`config.mk`:
```
export PLATFORM = sky130hd
export DESIGN_NAME = mem_port_arbiter
export DESIGN_NICKNAME = d
export VERILOG_FILES = /design/src/rtl/mem_port_arbiter.sv
export SDC_FILE = /design/constraint.sdc
export NUM_CORES = 1
export LEC_CHECK = 0
export CORE_AREA = 4 4 110 112
export CTS_CLUSTER_SIZE = 12
export DETAILED_ROUTE_END_ITERATION = 8
export DIE_AREA = 0 0 114 116
export PLACE_DENSITY = 0.74
export SLEW_MARGIN = 0
export SYNTH_ARGS = -nofsm -noshare
export SYNTH_HDL_FRONTEND = slang
export SYNTH_SLANG_ARGS = --single-unit
```
`constraint.sdc`:
```
create_clock -name clk -period 3.6 [get_ports clk]
set_clock_uncertainty 0.2 [all_clocks]
set_input_delay 0.54 -clock clk [delete_from_list [all_inputs] [get_ports clk]]
set_output_delay 0.54 -clock clk [all_outputs]
set_load 0.02 [all_outputs]
```
`src/rtl/mem_port_arbiter.sv`:
```
// mem_port_arbiter
// Shares one single-port, byte-enabled data memory between the CPU load/store
// path (port c) and the debug/program-loader path (port d).
//
// Each access takes two cycles. In ACCESS the winner's gnt pulses and the
// memory strobe is driven. In DONE the winner's rvalid pulses with rdata/err.
// Ties are broken round-robin against the last granted port.
//
// Ports
//   clk, rst              clock, asynchronous active-high reset
//   {c,d}_req/addr/wdata/be   request, byte address, lane-aligned data,
//                             byte enables (4'b0000 = read)
//   {c,d}_gnt             one-cycle pulse, request accepted
//   {c,d}_rvalid          one-cycle pulse, access complete
//   {c,d}_rdata, {c,d}_err    read word and error flag, valid with rvalid
//   mem_en/addr/wdata/we  memory strobe, word address, write data, byte writes
//   mem_rdata             synchronous read data (cycle after mem_en)
module mem_port_arbiter #(
  parameter int ADDR_W = 11
) (
  input  logic              clk,
  input  logic              rst,
  input  logic              c_req,
  input  logic [31:0]       c_addr,
  input  logic [31:0]       c_wdata,
  input  logic [3:0]        c_be,
  input  logic              d_req,
  input  logic [31:0]       d_addr,
  input  logic [31:0]       d_wdata,
  input  logic [3:0]        d_be,
  output logic              c_gnt,
  output logic              c_rvalid,
  output logic [31:0]       c_rdata,
  output logic              c_err,
  output logic              d_gnt,
  output logic              d_rvalid,
  output logic [31:0]       d_rdata,
  output logic              d_err,
  output logic              mem_en,
  output logic [ADDR_W-1:0] mem_addr,
  output logic [31:0]       mem_wdata,
  output logic [3:0]        mem_we,
  input  logic [31:0]       mem_rdata
);

  typedef enum logic [1:0] {IDLE, ACCESS, DONE} state_t;

  state_t              state_q, state_d;
  logic                last_is_d_q, last_is_d_d;   // port granted most recently
  logic                owner_is_d_q, owner_is_d_d; // port owning the current access
  logic                err_q, err_d;
  logic                rd_q, rd_d;                 // current access is a legal read
  logic                mem_en_q, mem_en_d;
  logic [ADDR_W-1:0]   mem_addr_q, mem_addr_d;
  logic [31:0]         mem_wdata_q, mem_wdata_d;
  logic [3:0]          mem_we_q, mem_we_d;
  logic                c_gnt_q, c_gnt_d, d_gnt_q, d_gnt_d;
  logic                c_rvalid_q, c_rvalid_d, d_rvalid_q, d_rvalid_d;

  // Arbitration result and the winner's fields.
  logic        pick_d;
  logic [31:0] sel_addr;
  logic [31:0] sel_wdata;
  logic [3:0]  sel_be;
  logic        be_ok;
  logic        addr_ok;
  logic        legal;

  always_comb begin
    // On a tie the port that was not granted last wins.
    pick_d    = d_req & (~c_req | ~last_is_d_q);
    sel_addr  = pick_d ? d_addr  : c_addr;
    sel_wdata = pick_d ? d_wdata : c_wdata;
    sel_be    = pick_d ? d_be    : c_be;

    case (sel_be)
      4'b0000, 4'b1111, 4'b0011, 4'b1100,
      4'b0001, 4'b0010, 4'b0100, 4'b1000: be_ok = 1'b1;
      default:                            be_ok = 1'b0;
    endcase
    // Bits above the word-address field must be clear.
    addr_ok = (sel_addr >> (ADDR_W + 2)) == 32'd0;
    legal   = be_ok & addr_ok;
  end

  always_comb begin
    state_d      = state_q;
    last_is_d_d  = last_is_d_q;
    owner_is_d_d = owner_is_d_q;
    err_d        = err_q;
    rd_d         = rd_q;
    mem_en_d     = 1'b0;
    mem_addr_d   = mem_addr_q;
    mem_wdata_d  = mem_wdata_q;
    mem_we_d     = 4'b0000;
    c_gnt_d      = 1'b0;
    d_gnt_d      = 1'b0;
    c_rvalid_d   = 1'b0;
    d_rvalid_d   = 1'b0;

    case (state_q)
      IDLE, DONE: begin
        if (c_req | d_req) begin
          state_d      = ACCESS;
          // An illegal access still takes its two cycles but leaves memory
          // untouched; the error is reported in DONE.
          mem_en_d     = legal;
          mem_we_d     = legal ? sel_be : 4'b0000;
          mem_addr_d   = sel_addr[ADDR_W+1:2];
          mem_wdata_d  = sel_wdata;
          c_gnt_d      = ~pick_d;
          d_gnt_d      = pick_d;
          last_is_d_d  = pick_d;
          owner_is_d_d = pick_d;
          err_d        = ~legal;
          rd_d         = legal & (sel_be == 4'b0000);
        end else begin
          state_d = IDLE;
        end
      end
      ACCESS: begin
        state_d    = DONE;
        c_rvalid_d = ~owner_is_d_q;
        d_rvalid_d = owner_is_d_q;
      end
      default: state_d = IDLE;
    endcase
  end

  // Asynchronous reset drops the memory strobe at once, aborting a write that
  // memory has not yet clocked.
  always_ff @(posedge clk or posedge rst) begin
    if (rst) begin
      state_q      <= IDLE;
      last_is_d_q  <= 1'b1;
      owner_is_d_q <= 1'b0;
      err_q        <= 1'b0;
      rd_q         <= 1'b0;
      mem_en_q     <= 1'b0;
      mem_addr_q   <= '0;
      mem_wdata_q  <= '0;
      mem_we_q     <= 4'b0000;
      c_gnt_q      <= 1'b0;
      d_gnt_q      <= 1'b0;
      c_rvalid_q   <= 1'b0;
      d_rvalid_q   <= 1'b0;
    end else begin
      state_q      <= state_d;
      last_is_d_q  <= last_is_d_d;
      owner_is_d_q <= owner_is_d_d;
      err_q        <= err_d;
      rd_q         <= rd_d;
      mem_en_q     <= mem_en_d;
      mem_addr_q   <= mem_addr_d;
      mem_wdata_q  <= mem_wdata_d;
      mem_we_q     <= mem_we_d;
      c_gnt_q      <= c_gnt_d;
      d_gnt_q      <= d_gnt_d;
      c_rvalid_q   <= c_rvalid_d;
      d_rvalid_q   <= d_rvalid_d;
    end
  end

  assign mem_en    = mem_en_q;
  assign mem_addr  = mem_addr_q;
  assign mem_wdata = mem_wdata_q;
  assign mem_we    = mem_we_q;
  assign c_gnt     = c_gnt_q;
  assign d_gnt     = d_gnt_q;
  assign c_rvalid  = c_rvalid_q;
  assign d_rvalid  = d_rvalid_q;
  assign c_err     = c_rvalid_q & err_q;
  assign d_err     = d_rvalid_q & err_q;

  // Read data passes straight through from memory during DONE, owner only.
  assign c_rdata = (c_rvalid_q & rd_q) ? mem_rdata : 32'h0;
  assign d_rdata = (d_rvalid_q & rd_q) ? mem_rdata : 32'h0;

endmodule

```
==> metrics <==
P_leak 2.82 nW; post-synth top area share 47.0%; CP Cell Sequence and3_1 > clkdlybuf4s50_1; crit end category primary output; root buf cell clkbuf_16; drt first pass iters 6; Die Y 116 microns; CTS tree done; synth top area cells dfrtp_1 (47%), and3_1 (13%), a222oi_1 (6.6%); final routed DRC violation total 0; Logic pwr share 32.8%; Post-Syn Area per Cell 8.85 sq um; #FFs+latches synth 58; Mapped Area 3040 sq um; R2R depth 5; number of synthesized flops with an enable pin 0; Synth area leader dfrtp_1; area delta synth->final 107%; total negative slack 0 ps; worst slew pin tran 895 ps; All-Layer GR Usage 19.0%; Flop pwr share 33.8%; CTS buffer count 9; Final Hold Vio Count 0; post-route setup slack 726 ps; Clk pin slew, worst setup/hold paths 50 ps; IR drop worst, VDD 0.300 mV; GP Congestion 0.858; Placeable Area 11200 sq um; yosys warns 0; ys async rst share 100%; startpoint class of the critical path flop; RSZ-0062 raised after global routing false; Slew Limit Fails 0; Post-CTS Resized 0; Net Sw Frac 30.1%; Chip Width 114 microns; clock sinks 58; Syn Nets 516; Most used DFF post-synth dfrtp_1; pin count of the biggest net entering global routing 65; crit path DAT 2130 ps; Critical Path Max Stage Delay 890 ps; H-tree depth 3; top post-synthesis cells by count and3_1 (65), dfrtp_1 (57), nand2_1 (53); worst-case clock buffer depth 2; hold path cells 1; share of cells above drive strength 1 4.68%; P_int 1.79 mW; final setup fails 0; worst-path fanout max 34; pwr/cell area 408 nW/um^2; Setup WS pre-CTS 806 ps; nets@finish 788; vias in the first global route 3691; period utilization 79.8%; most frequent cell after synthesis and3_1; Slowest-stage cell, CP dfrtp_1; CP required 2860 ps; FP Rows 39; routed wire length per instance 17.3 microns; via/cell ratio 4.84; Yosys cell types 32; GRT Residual Overflow 0; Iteration-0 DRC Markers 309; hold buffer count at CTS 0; Syn Inst Count 343; worst hold slack 230 ps; n_diodes 0; via count 3694; CP Class flop to primary output; Starting Density 27.1%; slew margin rel. 40.3%; Hold WC Path Type flop to flop; Port Buf Inserts 285; first-pass GRT wire length 19.4 mm; Die Area 13200 sq um; Clock Latency Late Sink 320 ps; maxcap violations 0; minimum clock period 2870 ps; post-route ant nets 0; fmax 0.348 GHz; post-CTS setup buffers 0; Seq/Total Area, Yosys 47.8%; antenna violations before repair 1; IO Count 290; status complete, no violations; Clock power frac 33.4%; Sw Pwr 770 uW; total wire length 13.2 mm; Final HPWL DP 10.4 mm
-- sequential cells by signal, indices dropped and copies added (netlist names), 2 cells and up --
register and flops:
mem_wdata 32, mem_addr 11, state_q 2, mem_we 4
-- path summary, 6_finish.rpt --
check	slack [ps]	end	start
setup / recovery	730	c_rdata[15]	c_rvalid
hold / removal	230	state_q[1]	state_q[1]
setup reg to reg	1390	mem_addr[10]	last_is_d_q
hold reg to reg	230	state_q[1]	state_q[1]
max in group asynchronous	1940	mem_wdata[30]	rst
min in group asynchronous	450	state_q[0]	rst
-- stage by stage --
stage | power [mW] | cells | utilization (%) | instance area, sq um
4_1_cts | 2.59 | 763 | 56.0 | 6280
2_1_floorplan | 1.22 | 343 | - | 3040
5_1_grt | 2.70 | 763 | 56.0 | 6280
6_report | 2.56 | 763 | 56.0 | 6280
3_5_place_dp | 1.72 | 747 | 53.2 | 5980
3_3_place_gp | 1.70 | 747 | 53.2 | 5980
-- cells by family after synthesis --
group / count (synthesis) / synth area share, %
AO/OA/AOI/OAI: 54 / 14.5
adder cells (fa/ha/maj): 1 / 0.412
AND/OR/NAND/NOR: 172 / 28.3
multiplexers: 2 / 0.659
buffers and inverters: 54 / 7.62
flip-flops: 58 / 47.8
XOR/XNOR: 2 / 0.577
-- metal layers --
layer / routed length, microns / global-route usage [%]
met1: 4590 / 20.2
met2: 6810 / 34.4
met3: 1420 / 7.15
met4: 337 / 6.97
met5: 13 / 0
-- power by group through the flow --
stage,Combinational [mW],Clock (mW),Sequential [mW]
after floorplan,0.236,0,0.987
after global placement,0.833,0,0.869
after detailed placement,0.847,0,0.872
after CTS,0.849,0.875,0.866
after global routing,0.903,0.908,0.887
final,0.841,0.855,0.866
-- cell type report --
cell class / count / area, sq um
fill: 1026 / 4940
sequential: 58 / 1450
timing repair buffer: 292 / 2910
tap: 143 / 179
inverter: 23 / 86.3
clock inverter: 4 / 50.0
multi-input combinational: 231 / 1350
clock buffer: 12 / 256
-- placed cells by master, fill, tap and decap left out, types with 3 or more instances in the layout --
cell	instances
a21oi_1	3
a222oi_1	20
a31oi_1	23
and2_1	3
and3_1	65
buf_4	7
clkbuf_16	9
clkdlybuf4s50_1	285
dfrtp_1	57
inv_1	21
nand2_1	53
nand4_1	4
nor2_1	31
nor3_1	4
nor4_1	8
-- critical path, delay by kind of cell (launching register included) --
| family | cells | cell delay, ps |
|---|---|---|
| buffers and inverters | 1 | 610 |
| DFF | 1 | 890 |
| and+or+nand+nor | 1 | 300 |
No activity file was read; power rests on OpenSTA's default activity.
